==> src/rtl/apb_pcie_pkg.sv <==
// Shared PCIe/APB definitions: DMA arbiter state encoding, register image and reset value.
package apb_pcie_pkg;

    typedef enum logic [1:0] {
        PDA_IDLE  = 2'd0,
        PDA_ISSUE = 2'd1,
        PDA_WAIT  = 2'd2,
        PDA_RESP  = 2'd3
    } pcie_dma_arbiter_state;

    // Fields are sized for the largest legal configuration (8 requesters, 32-bit length/watchdog)
    typedef struct packed {
        pcie_dma_arbiter_state state;
        logic [2:0]            rr;
        logic [2:0]            owner;
        logic                  write;
        logic [63:0]           addr;
        logic [31:0]           bytes;
        logic [31:0]           wdog;
        logic                  err;
        logic                  dma_valid;
        logic [7:0]            req_ready;
        logic [7:0]            resp_valid;
    } pcie_dma_arbiter_registers;

    localparam pcie_dma_arbiter_registers pcie_dma_arbiter_r_reset = '{
        state:      PDA_IDLE,
        rr:         3'd0,
        owner:      3'd0,
        write:      1'b0,
        addr:       64'd0,
        bytes:      32'd0,
        wdog:       32'd0,
        err:        1'b0,
        dma_valid:  1'b0,
        req_ready:  8'd0,
        resp_valid: 8'd0
    };

endpackage

==> src/rtl/pcie_rr_pick.sv <==
// Combinational round-robin picker: first set bit of valid at or after rr, cyclically.
module pcie_rr_pick #(
    parameter int NREQ = 4
) (
    input  logic [NREQ-1:0] valid,
    input  logic [2:0]      rr,
    output logic            found,
    output logic [2:0]      idx
);

    logic [2*NREQ-1:0] dbl_s;
    logic [NREQ-1:0]   rot_s;
    logic [2:0]        off_s;
    logic [3:0]        sum_s;

    // Rotate so rr lands at bit 0, then take the lowest set bit as the offset
    always_comb begin
        dbl_s = {valid, valid} >> rr;
        rot_s = dbl_s[NREQ-1:0];
        off_s = 3'd0;
        for (int i = NREQ - 1; i >= 0; i--) begin
            off_s = rot_s[i] ? 3'(i) : off_s;
        end
        sum_s = {1'b0, rr} + {1'b0, off_s};
        idx   = (sum_s >= 4'(NREQ)) ? 3'(sum_s - 4'(NREQ)) : sum_s[2:0];
        found = |valid;
    end

endmodule

==> src/rtl/pcie_dma_arbiter.sv <==
// Round-robin owner of the single PCIe DMA engine: grant, issue, wait (watchdog/link guarded), respond.
module pcie_dma_arbiter
    import apb_pcie_pkg::*;
#(
    parameter int NREQ    = 4,
    parameter int TMO_W   = 16,
    parameter int BYTES_W = 12
) (
    input  logic                    i_clk,
    input  logic                    i_nrst,
    input  logic                    i_lnk_up,
    input  logic [NREQ-1:0]         i_req_valid,
    input  logic [NREQ-1:0]         i_req_write,
    input  logic [NREQ*64-1:0]      i_req_addr,
    input  logic [NREQ*BYTES_W-1:0] i_req_bytes,
    output logic [NREQ-1:0]         o_req_ready,
    output logic [NREQ-1:0]         o_resp_valid,
    output logic [NREQ-1:0]         o_resp_err,
    output logic                    o_dma_valid,
    input  logic                    i_dma_ready,
    output logic                    o_dma_write,
    output logic [63:0]             o_dma_addr,
    output logic [BYTES_W-1:0]      o_dma_bytes,
    input  logic                    i_dma_done,
    input  logic                    i_dma_err,
    output logic                    o_dma_busy,
    output logic [2:0]              o_owner
);

    pcie_dma_arbiter_registers r, rin;

    logic               pick_found_s;
    logic [2:0]         pick_idx_s;
    logic               sel_write_s;
    logic [63:0]        sel_addr_s;
    logic [BYTES_W-1:0] sel_bytes_s;
    logic [TMO_W-1:0]   wdog_inc_s;
    logic               unused_s;

    pcie_rr_pick #(.NREQ(NREQ)) u_pick (
        .valid (i_req_valid),
        .rr    (r.rr),
        .found (pick_found_s),
        .idx   (pick_idx_s)
    );

    // Mux the picked requester's command fields
    always_comb begin
        sel_write_s = 1'b0;
        sel_addr_s  = 64'd0;
        sel_bytes_s = {BYTES_W{1'b0}};
        for (int k = 0; k < NREQ; k++) begin
            sel_write_s = (pick_idx_s == 3'(k)) ? i_req_write[k]                   : sel_write_s;
            sel_addr_s  = (pick_idx_s == 3'(k)) ? i_req_addr[64*k +: 64]           : sel_addr_s;
            sel_bytes_s = (pick_idx_s == 3'(k)) ? i_req_bytes[BYTES_W*k +: BYTES_W] : sel_bytes_s;
        end
    end

    assign wdog_inc_s = r.wdog[TMO_W-1:0] + {{(TMO_W-1){1'b0}}, 1'b1};

    // Next-state and next-output computation
    always_comb begin : comb_proc
        rin            = r;
        rin.req_ready  = 8'd0;
        rin.resp_valid = 8'd0;
        case (r.state)
            PDA_IDLE: begin
                if (i_lnk_up && pick_found_s) begin
                    rin.state                 = PDA_ISSUE;
                    rin.owner                 = pick_idx_s;
                    rin.rr                    = (pick_idx_s == 3'(NREQ - 1)) ? 3'd0 : pick_idx_s + 3'd1;
                    rin.write                 = sel_write_s;
                    rin.addr                  = sel_addr_s;
                    rin.bytes                 = 32'(sel_bytes_s);
                    rin.err                   = 1'b0;
                    rin.dma_valid             = 1'b1;
                    rin.req_ready[pick_idx_s] = 1'b1;
                end else begin
                    rin.state = PDA_IDLE;
                end
            end
            PDA_ISSUE: begin
                // Link loss beats a same-cycle engine accept
                if (!i_lnk_up) begin
                    rin.state              = PDA_RESP;
                    rin.dma_valid          = 1'b0;
                    rin.err                = 1'b1;
                    rin.resp_valid[r.owner] = 1'b1;
                end else if (i_dma_ready) begin
                    rin.state     = PDA_WAIT;
                    rin.dma_valid = 1'b0;
                    rin.wdog      = 32'd0;
                end else begin
                    rin.state = PDA_ISSUE;
                end
            end
            PDA_WAIT: begin
                if (i_dma_done) begin
                    rin.state               = PDA_RESP;
                    rin.err                 = i_dma_err;
                    rin.resp_valid[r.owner] = 1'b1;
                end else if (!i_lnk_up || (wdog_inc_s == {TMO_W{1'b1}})) begin
                    rin.state               = PDA_RESP;
                    rin.err                 = 1'b1;
                    rin.resp_valid[r.owner] = 1'b1;
                end else begin
                    rin.wdog = 32'(wdog_inc_s);
                end
            end
            PDA_RESP: begin
                rin.state = PDA_IDLE;
            end
            default: begin
                rin = pcie_dma_arbiter_r_reset;
            end
        endcase
    end

    // Register image with asynchronous active-low reset
    always_ff @(posedge i_clk or negedge i_nrst) begin : rg_proc
        if (!i_nrst) begin
            r <= pcie_dma_arbiter_r_reset;
        end else begin
            r <= rin;
        end
    end

    assign o_req_ready  = r.req_ready[NREQ-1:0];
    assign o_resp_valid = r.resp_valid[NREQ-1:0];
    assign o_resp_err   = r.err ? r.resp_valid[NREQ-1:0] : {NREQ{1'b0}};
    assign o_dma_valid  = r.dma_valid;
    assign o_dma_write  = r.write;
    assign o_dma_addr   = r.addr;
    assign o_dma_bytes  = r.bytes[BYTES_W-1:0];
    assign o_dma_busy   = (r.state != PDA_IDLE);
    assign o_owner      = r.owner;

    // High field bits exist only for wider configurations
    assign unused_s = ^{r.wdog, r.bytes, r.req_ready, r.resp_valid};

endmodule

==> config.mk <==
export PLATFORM = sky130hd
export DESIGN_NAME = pcie_dma_arbiter
export DESIGN_NICKNAME = d
export VERILOG_FILES = /design/src/rtl/apb_pcie_pkg.sv /design/src/rtl/pcie_rr_pick.sv /design/src/rtl/pcie_dma_arbiter.sv
export SDC_FILE = /design/constraint.sdc
export NUM_CORES = 1
export LEC_CHECK = 0
export BUFFER_PORTS_ARGS = -buffer_cell sky130_fd_sc_hd__buf_4
export CELL_PAD_IN_SITES_DETAIL_PLACEMENT = 1
export CELL_PAD_IN_SITES_GLOBAL_PLACEMENT = 2
export CORE_ASPECT_RATIO = 1.5
export CORE_MARGIN = 2
export CORE_UTILIZATION = 24
export DETAILED_ROUTE_END_ITERATION = 8
export GPL_ROUTABILITY_DRIVEN = 1
export GPL_TIMING_DRIVEN = 0
export PLACE_DENSITY_LB_ADDON = 0.2
export SLEW_MARGIN = 40
export SYNTH_ARGS = -nofsm -noshare
export SYNTH_HDL_FRONTEND = slang
export SYNTH_SLANG_ARGS = --single-unit
==> constraint.sdc <==
create_clock -name i_clk -period 4.34 [get_ports i_clk]
set_input_delay 0 -clock i_clk [delete_from_list [all_inputs] [get_ports i_clk]]
set_output_delay 0 -clock i_clk [all_outputs]
set_load 0.02 [all_outputs]
Word level (Yosys, flattened, before mapping)
Cells that the tools add are included.
{"block": "word_totals", "in_bits": 318, "word_cells": 99, "register_bits": 111}
{"block": "op_classes", "n_shift": 1, "muxes": 47, "reduce_logical": 16, "order_cmp": 5, "n_addsub": 4, "n_eq_ne": 15}
{"operator": "$mux 64", "n": 4}
{"operator": "$mux 16", "n": 4}
{"operator": "$mux 12", "n": 4}
{"operator": "$pmux 16 s2", "n": 1}
{"operator": "$mux 4", "n": 5}
{"operator": "$add 16x1->16 const B", "n": 1}
{"operator": "$eq 16x16->1 const B", "n": 1}
{"operator": "$mux 3", "n": 5}
{"operator": "$mux 1", "n": 12}
{"operator": "$ne 2x2->1 const B", "n": 6}
{"operator": "$mux 10", "n": 1}
{"operator": "$mux 2", "n": 5}
{"operator": "$lt 3x4->1 const B", "n": 2}
{"operator": "$pmux 2 s4", "n": 1}
{"operator": "$pmux 4 s2", "n": 1}
{"operator": "$shr 8x3->4", "n": 1}
{"operator": "$demux 1 s3", "n": 2}
{"operator": "$eq 3x2->1 const B", "n": 2}
{"operator": "$ge 3x1->1 const B", "n": 2}
{"operator": "$ne 3x3->1 const B", "n": 2}
{"operator": "$reduce_bool 2->1", "n": 3}
{"operator": "$reduce_and 5->1", "n": 1}
{"operator": "$add 3x3->4", "n": 1}
{"operator": "$eq 2x2->1 const B", "n": 2}
{"operator": "17 further kinds", "n": 19}

Longest topological paths before layout
Gate-level depths: netlist (run 1).
{"block": "logic_depth", "depth_word": 14, "depth_mapped": 18, "ltp_nobuf": 14}

Hierarchy
A second synthesis (run 1) with hierarchy kept.
{"block": "hier_totals", "cells_unflattened": 952, "hier_area_um2": 7519.7}
{"mod": "pcie_dma_arbiter", "instances": 1, "cells_per_inst": 929, "seq_area_each_um2": 2777.7, "area_per_inst_um2": 7314.5}
{"mod": "pcie_rr_pick", "instances": 1, "cells_per_inst": 23, "seq_area_each_um2": 0.0, "area_per_inst_um2": 205.2}

Least setup slack after synthesis (run 1)
Ideal clock, no wire load.
{"block": "synth_timing", "kind": "flip-flop to flip-flop", "startpoint": "reg r[150] in the netlist's numbering", "endpoint": "reg r (netlist bit o_dma_addr[29])", "required_ps": 4257, "stages_incl_launch_ff": 18, "slack_ps": 864, "arrival_ps": 3394, "period_less_slack_ps": 3476, "path_cell_list": "dfrtp_1 -> clkbuf_1 -> nor2b_1 -> a21o_1 -> o21ai_0 -> nand2_1 -> o21ai_0 -> ha_1 -> fa_1 -> inv_1 -> ha_1 -> nor3b_1 -> clkbuf_1 -> buf_1 -> a221oi_1 -> nor3_1 -> a21oi_1 -> o21ai_0"}
{"block": "synth_between", "elab_chain_len": 13, "elab_cells_between_ends": 17, "cone_classes": "add/sub: 2; order compare: 1; eq/ne: 3; shift: 1; mux: 9; reduce/logical: 1"}
{"item": "from (decl)", "line_no": "pcie_dma_arbiter.sv:30", "text": "pcie_dma_arbiter_registers r, rin;"}
{"item": "from (signal assigned)", "line_no": "pcie_dma_arbiter.sv:122", "text": "r <= pcie_dma_arbiter_r_reset;"}
{"item": "from (signal assigned)", "line_no": "pcie_dma_arbiter.sv:124", "text": "r <= rin;"}
{"item": "$shr 8x3->4", "line_no": "pcie_rr_pick.sv:18", "text": "dbl_s = {valid, valid} >> rr;"}
{"item": "$mux 2", "line_no": "pcie_rr_pick.sv:22", "text": "off_s = rot_s[i] ? 3'(i) : off_s;"}
{"item": "$mux 3 (3 in a row)", "line_no": "pcie_rr_pick.sv:22"}
{"item": "$add 3x3->4 *", "line_no": "pcie_rr_pick.sv:24", "text": "sum_s = {1'b0, rr} + {1'b0, off_s};"}
{"item": "$ge 4x3->1 / $sub 3x3->3 (equally long branches)", "line_no": "pcie_rr_pick.sv:25", "text": "idx = (sum_s >= 4'(NREQ)) ? 3'(sum_s - 4'(NREQ)) : sum_s[2:0];"}
{"item": "$mux 3 *", "line_no": "pcie_rr_pick.sv:25"}
{"item": "via pick_idx_s[1]", "line_no": "pcie_dma_arbiter.sv:33", "text": "logic [2:0] pick_idx_s;"}
{"item": "$logic_not 3->1", "line_no": "pcie_dma_arbiter.sv:54", "text": "sel_addr_s = (pick_idx_s == 3'(k)) ? i_req_addr[64*k +: 64] : sel_addr_s;"}
{"item": "$mux 64 (3 in a row)", "line_no": "pcie_dma_arbiter.sv:54"}
{"item": "$mux 64 *", "line_no": "pcie_dma_arbiter.sv:54"}
Mark *: on every way through the listed nets, which the timed path passes. The rest lies on a longest branch.
A chain may end at the register's enable or synchronous reset.

Worst setup path after layout (run 1)
{"block": "layout_timing", "startpoint": "reg r[150] in the netlist's numbering", "endpoint": "reg r (netlist bit o_dma_addr[48])"}
The elaborated chain is that of the path after synthesis.

==> impl_metrics.tcl, run 1 <==
set metrics [dict create \
    gp_congestion 0.808 \
    synth_compound_area_share_pct 24.9 \
    holdWs_ns 0.0171 \
    hp-class "in2reg" \
    synth_top_flop_cell "dfrtp_1" \
    dieArea_sq_mm 0.0322 \
    drc 0 \
    cp_max_fo 10 \
    pre_cts_slack_ns -0.480 \
    antenna_left 0 \
    grt_pass1_wl_mm 53.2 \
    antenna_found_initial 0 \
    synth_warnings 0 \
    crit_top_cell "o21ai_0" \
    cpPeakStageDelay_ns 0.65 \
    cts_setup_buffers 0 \
    tns_ns 0 \
    synth.area.mux_share_pct 0.745 \
    wl_mm 35.6 \
    yosys.area_share.xor_xnor_pct 0.576 \
    synth.area.top_cells "dfrtp_1 38%, a221oi_1 9.1%, buf_4 8.8%" \
    syn_area_sq_mm 0.00739 \
    worst_pin_slew_ns 0.728 \
    status "complete, no violations" \
    synth_nets 1254 \
    clk_pin_slew_ns 0.08 \
    grt_pass1_vias 9431 \
    layoutNonFillerInstCount 1826 \
    syn_area_per_cell_sq_um 8.00 \
    top_layer_used "met4" \
    setup_slack_ns 0.288 \
    grtUsageTotal_pct 21.6 \
    worstHoldPathCells 3 \
    start_util_pct 24.4 \
    reg2reg_to "o_dma_addr[48]$_DFFE_PN0P_" \
    reg2reg_setup_slack_ns 0.29 \
    p_leak_uw 0.00583 \
    coreArea_sq_mm 0.0303 \
    routedWlPerCell_um 19.5 \
    worstSkewPairLatency_ns 0.37 \
    die_y_um 219 \
    synthSimpleGateAreaFrac_pct 20.5 \
    dp_hpwl_mm 28.7 \
    nNetsFinal 1751 \
    end_kind "flip-flop" \
    dr_total_vias 8640 \
    rsz0062_at_grt "no" \
    hold_viol_final 0 \
    htree_levels 3 \
    period_needed_ns 4.05 \
    reg2reg_depth 16 \
    clk_path_buf_depth 2 \
    finalMaxSlewViolations 0 \
    grt_overflow 0 \
    crit_arrival_ns 4.29 \
    ys_seq_area_share_pct 37.6 \
    cts_buffers 9 \
    n_antenna_cell 0 \
    ir_worst_vdd_mv 0.523 \
    power_uw 10000 \
    min_period_over_period_pct 93.4 \
    viasPerCell 4.73 \
    async_flop_share_pct 100 \
    final_common_cell "buf_4" \
    synth_cell_type_count 61 \
    layout.cells.most_common_list "498 x buf_4, 111 x dfrtp_1, 100 x nand2_1" \
    min_to "o_dma_addr[2]$_DFFE_PN0P_" \
    synth-edff-count 0 \
    wl_met2_mm 19.8 \
    io_buffers 411 \
    path_buf_inv 3 \
    grt_max_degree 59 \
    cts_root_buffer "clkbuf_16" \
    yosys.area_share.adder_pct 2.13 \
    synth_top_area_share_pct 37.6 \
    r2r_start "r[150]$_DFFE_PN0P_" \
    synth_seq_cells 111 \
    synth_largest_area_cell "dfrtp_1" \
    area_growth_pct 63.7 \
    netlist_instances 924 \
    worstPathCellList "clkbuf_2, nor2b_1, a21o_1, o21ai_0, nand2_1, o21ai_0, ha_1, fa_2, inv_1, ha_1, and2_2, clkbuf_1, a221oi_1, nor3_1, a21oi_1, o21ai_0" \
    critPathSlowestCell "a221oi_1" \
    cts_tree "built" \
    io_pins 412 \
    row_count 78 \
    powerDensity_mw_per_mm2 830 \
    maxSlewHeadroom_pct 51.5 \
    dp.cells 1737 \
    max_cap_violations 0 \
    max_freq_mhz 247 \
    dr.pass1.iters 4 \
    synth_top_family_by_area "compound AO/OA/AOI/OAI gates" \
    start_kind "flip-flop" \
    drive_above_1_share_pct 39.1 \
    dr_wl_met3_mm 1.90 \
    fp.dieW_um 147 \
    critical_path_class "reg2reg" \
    worstHoldStart "i_req_addr[194]" \
    critical_path_required_ns 4.58 \
    skew_ns 0.00883 \
    cts.sink_count 111 \
    cpLargestDelayFamily "compound AO/OA/AOI/OAI gates" \
    drt-met1-wl_mm 13.2 \
    dr.first_iter.drc_count 269 \
    finalSetupViolCount 0 \
]
report_power, final:
| group | leakage (uW) | switching, uW | internal (uW) |
|---|---|---|---|
| registers | 0.00145 | 213 | 1400 |
| clock network | 0.000129 | 405 | 423 |
| logic | 0.00426 | 4660 | 2930 |
synthesized netlist by cell type, drive strengths merged, types with 2 or more instances:
cell type  number
dfrtp         111
nand2         102
buf            99
o21ai          98
nor2           90
nor3           87
a21oi          86
a221oi         78
clkbuf         62
inv            14
nand3          12
ha             11
a21o            9
and2            7
mux2            4
nand4           4
nor4            4
o31ai           4
and3            3
o22ai           3
or3             3
xor2            3
a211oi          2
a21boi          2
a221o           2
nand2b          2
nand3b          2
nor2b           2
nor4b           2
or4             2
layer usage:
layer / GRT usage [%] / vias to the layer above
li1: - / 4226
met1: 22.7 / 4109
met2: 42.9 / 271
met3: 4.26 / 34
met4: 6.19 / 0
met5: 0 / -
worst min-delay path: stages:
cell	delay [ns]
buf_4	0.08
a21oi_1	0.07
o21ai_0	0.19
state kept, by name (all words and copies together) (netlist names), named ones only:
signal,flops
o_owner,3
o_resp_valid,4
o_dma_addr,64
o_dma_write,1
o_req_ready,4
r,21
o_dma_bytes,12
o_dma_valid,1
timing repair:
| item | 4_1_cts | 5_1_grt |
|---|---|---|
| gates resized for setup | 4 | 27 |
| hold buffers | 76 | 0 |
| endpoints found under the hold margin | 144 | 0 |
| setup endpoints to repair | 33 | 56 |
layout make-up:
type,count,area (sq um)
Fill cell,3779,18200
Timing Repair Buffer,489,3890
Multi-Input combinational cell,638,3640
Sequential cell,111,2780
Buffer,158,958
Tap cell,400,500
Clock buffer,14,264
Inverter,14,52.6
Clock inverter,2,15.0
cell families (layout without fill, tap and decap cells):
family | after synthesis | count (layout)
compound gates | 289 | 289
buf+inv | 175 | 677
fa+ha+maj | 12 | 12
mux | 5 | 5
xor+xnor | 4 | 4
flops | 111 | 111
simple gates | 328 | 328
metrics by stage:
step                area (sq um)  utilization, %
global placement           11000            36.3
CTS                        12100            39.9
floorplan                   7390               -
finish                     12100            40.0
detailed placement         11000            36.4
global route               12100            40.0
how the worst max path moves through the flow:
stage	from	slack, ns	to	depth (start not counted)
after floorplan	r[150]$_DFFE_PN0P_	0.86	o_dma_addr[29]$_DFFE_PN0P_	17
after global placement	r[150]$_DFFE_PN0P_	-0.87	o_dma_addr[2]$_DFFE_PN0P_	17
after detailed placement	r[150]$_DFFE_PN0P_	-0.48	o_dma_addr[2]$_DFFE_PN0P_	18
after CTS	r[150]$_DFFE_PN0P_	0.02	o_dma_addr[2]$_DFFE_PN0P_	17
after global routing	r[150]$_DFFE_PN0P_	0.008	o_dma_addr[2]$_DFFE_PN0P_	17
final	r[150]$_DFFE_PN0P_	0.29	o_dma_addr[48]$_DFFE_PN0P_	16
(Power assumes the default switching activity.)
==> run 2: changes to the inputs <==
- CORE_MARGIN: 2 -> 5
- CORE_UTILIZATION: 24 -> 21
- RECOVER_POWER: not set -> 25
- clock period: 4.34 -> 3.58 ns (I/O delays scaled with it)
==> impl_metrics.tcl, run 2 (synthesis results as in run 1) <==
set metrics [dict create \
    grt.busiest_layer "met2" \
    cp_max_fo 10 \
    max_freq_mhz 292 \
    grt.met1_usage_pct 19.3 \
    period_needed_ns 3.42 \
    maxSlewHeadroom_pct -90.2 \
    met2_usage_pct 35.8 \
    largest_reg_flops 64 \
    end_kind "flip-flop" \
    worstSkewPairLatency_ns 0.38 \
    grt_max_degree 67 \
    crit_arrival_ns 3.67 \
    finalSetupViolCount 0 \
    drive_above_1_share_pct 43.8 \
    area_growth_pct 71.7 \
    cts.sink_count 111 \
    row_count 84 \
    grt.met3_usage_pct 4.15 \
    grtUsageTotal_pct 18.5 \
    antenna_left 0 \
    drc 0 \
    fp.dieW_um 163 \
    ir_worst_vdd_mv 0.797 \
    io_buffers 411 \
    io_pins 412 \
    critPathSlowestCell "fa_2" \
    dp_hpwl_mm 30.1 \
    start_kind "flip-flop" \
    holdWs_ns 0.0422 \
    dieArea_sq_mm 0.0391 \
    die_y_um 240 \
    status "finished, violations left" \
    final_common_cell "buf_4" \
    critical_path_class "reg2reg" \
    setup_slack_ns 0.160 \
    critical_path_required_ns 3.83 \
    worst_pin_slew_ns 2.85 \
    powerDensity_mw_per_mm2 1050 \
    cts_buffers 9 \
    skew_ns 0.0131 \
    cpPeakStageDelay_ns 0.60 \
    dr.first_iter.drc_count 237 \
    dr_total_vias 8667 \
    max_cap_violations 1 \
    routedWlPerCell_um 19.6 \
    clk_pin_slew_ns 0.08 \
    worstPathCellList "buf_4, nor2b_4, a21o_1, o21ai_0, nand2_1, o21ai_2, ha_2, fa_2, inv_2, ha_1, nor3b_4, buf_4, clkbuf_4, a221oi_1, nor3_1, a21oi_1, o21ai_0" \
    coreArea_sq_mm 0.0349 \
    wl_mm 37.4 \
    cts_root_buffer "clkbuf_16" \
    filler_cell_count 4223 \
    gp_congestion 0.795 \
    cts_tree "built" \
    violations "capacitance limit, slew limit" \
    hold_viol_final 0 \
    antenna_found_initial 1 \
    start_util_pct 21.2 \
    nNetsFinal 1757 \
    grt_pass1_vias 9530 \
    finalMaxSlewViolations 46 \
    pre_cts_slack_ns -1.26 \
    p_leak_uw 0.00609 \
    clk_path_buf_depth 2 \
    grt_pass1_wl_mm 55.4 \
    dr.pass1.iters 4 \
    min_period_over_period_pct 95.5 \
    viasPerCell 4.55 \
    path_buf_inv 4 \
    layout.cells.most_common_list "502 x buf_4, 111 x dfrtp_1, 100 x nand2_1" \
    hp-class "in2reg" \
    final_core_util_pct 36.4 \
    cpLargestDelayFamily "adder cells" \
    htree_levels 3 \
    grt_overflow 0 \
]
==> run 2: cell types whose count changed in the layout (fill, tap and decap cells not counted), moves of 6 or more <==
cell / change
clkbuf_2: +10
a221oi_1: -20
clkbuf_4: +10
o21ai_0: -7
a221oi_2: +17
o21ai_1: +6
clkbuf_1: -29
==> run 2: layer usage <==
| layer | wire [um] | up-vias |
|---|---|---|
| li1 | - | 4248 |
| met1 | 14000 | 4103 |
| met2 | 20200 | 277 |
| met3 | 2220 | 39 |
| met4 | 1000 | 0 |
| met5 | 0 | - |
==> run 2: layout make-up <==
class / count / area, sq um / area share, %
tap: 473 / 592 / 4.66
clock inverter: 7 / 119 / 0.937
timing repair buffer: 494 / 3920 / 30.9
buffer: 159 / 1150 / 9.04
antenna: 1 / 2.50 / 0.0197
clock buffer: 9 / 225 / 1.78
sequential: 111 / 2780 / 21.9
multi-input combinational: 638 / 3850 / 30.3
inverter: 14 / 52.6 / 0.414
==> run 2: path summary, 6_finish.rpt <==
path | startpoint | endpoint | slack [ns] | cells after the start
setup / recovery | r[150]$_DFFE_PN0P_ | o_dma_addr[49]$_DFFE_PN0P_ | 0.16 | 17
hold / removal | i_req_addr[134] | o_dma_addr[6]$_DFFE_PN0P_ | 0.04 | 5
setup reg to reg | r[150]$_DFFE_PN0P_ | o_dma_addr[49]$_DFFE_PN0P_ | 0.16 | 17
hold reg to reg | o_dma_addr[20]$_DFFE_PN0P_ | o_dma_addr[20]$_DFFE_PN0P_ | 0.48 | 2
max in group asynchronous | i_nrst | o_dma_addr[7]$_DFFE_PN0P_ | 0.84 | 2
min in group asynchronous | i_nrst | r[18]$_DFFE_PN0P_ | 1.09 | 2
==> run 2: through the flow <==
step                      setup TNS [ns]  instance area (sq um)  total power [uW]  cells
after CTS                       -0.00113                  12500             13300   1904
after global placement           -101.12                  11100             11100   1808
after floorplan                        0                   7390              7760    924
after global routing            -0.00568                  12700             14500   1905
after detailed placement          -60.30                  11100             11200   1810
final                                  0                  12700             13300   1906
==> run 2: report_power, final <==
part           switching, uW  internal [uW]
registers                250           1700
logic                   5880           4290
clock network            528            687
==> run 2: tightest hold or removal path: stages <==
cell and delay, ns:
buf_4 0.08, nor2_1 0.04, nor3_2 0.09, a21oi_1 0.06, o21ai_1 0.11
==> run 2: repair_timing <==
| item | CTS | global route |
|---|---|---|
| cloned | 0 | 0 |
| setup endpoints to repair | 78 | 75 |
| pin swaps | 5 | 9 |
| resized for setup | 85 | 66 |
| hold buffers | 78 | 0 |
| setup buffers | 2 | 1 |
| hold endpoints to repair | 188 | 0 |
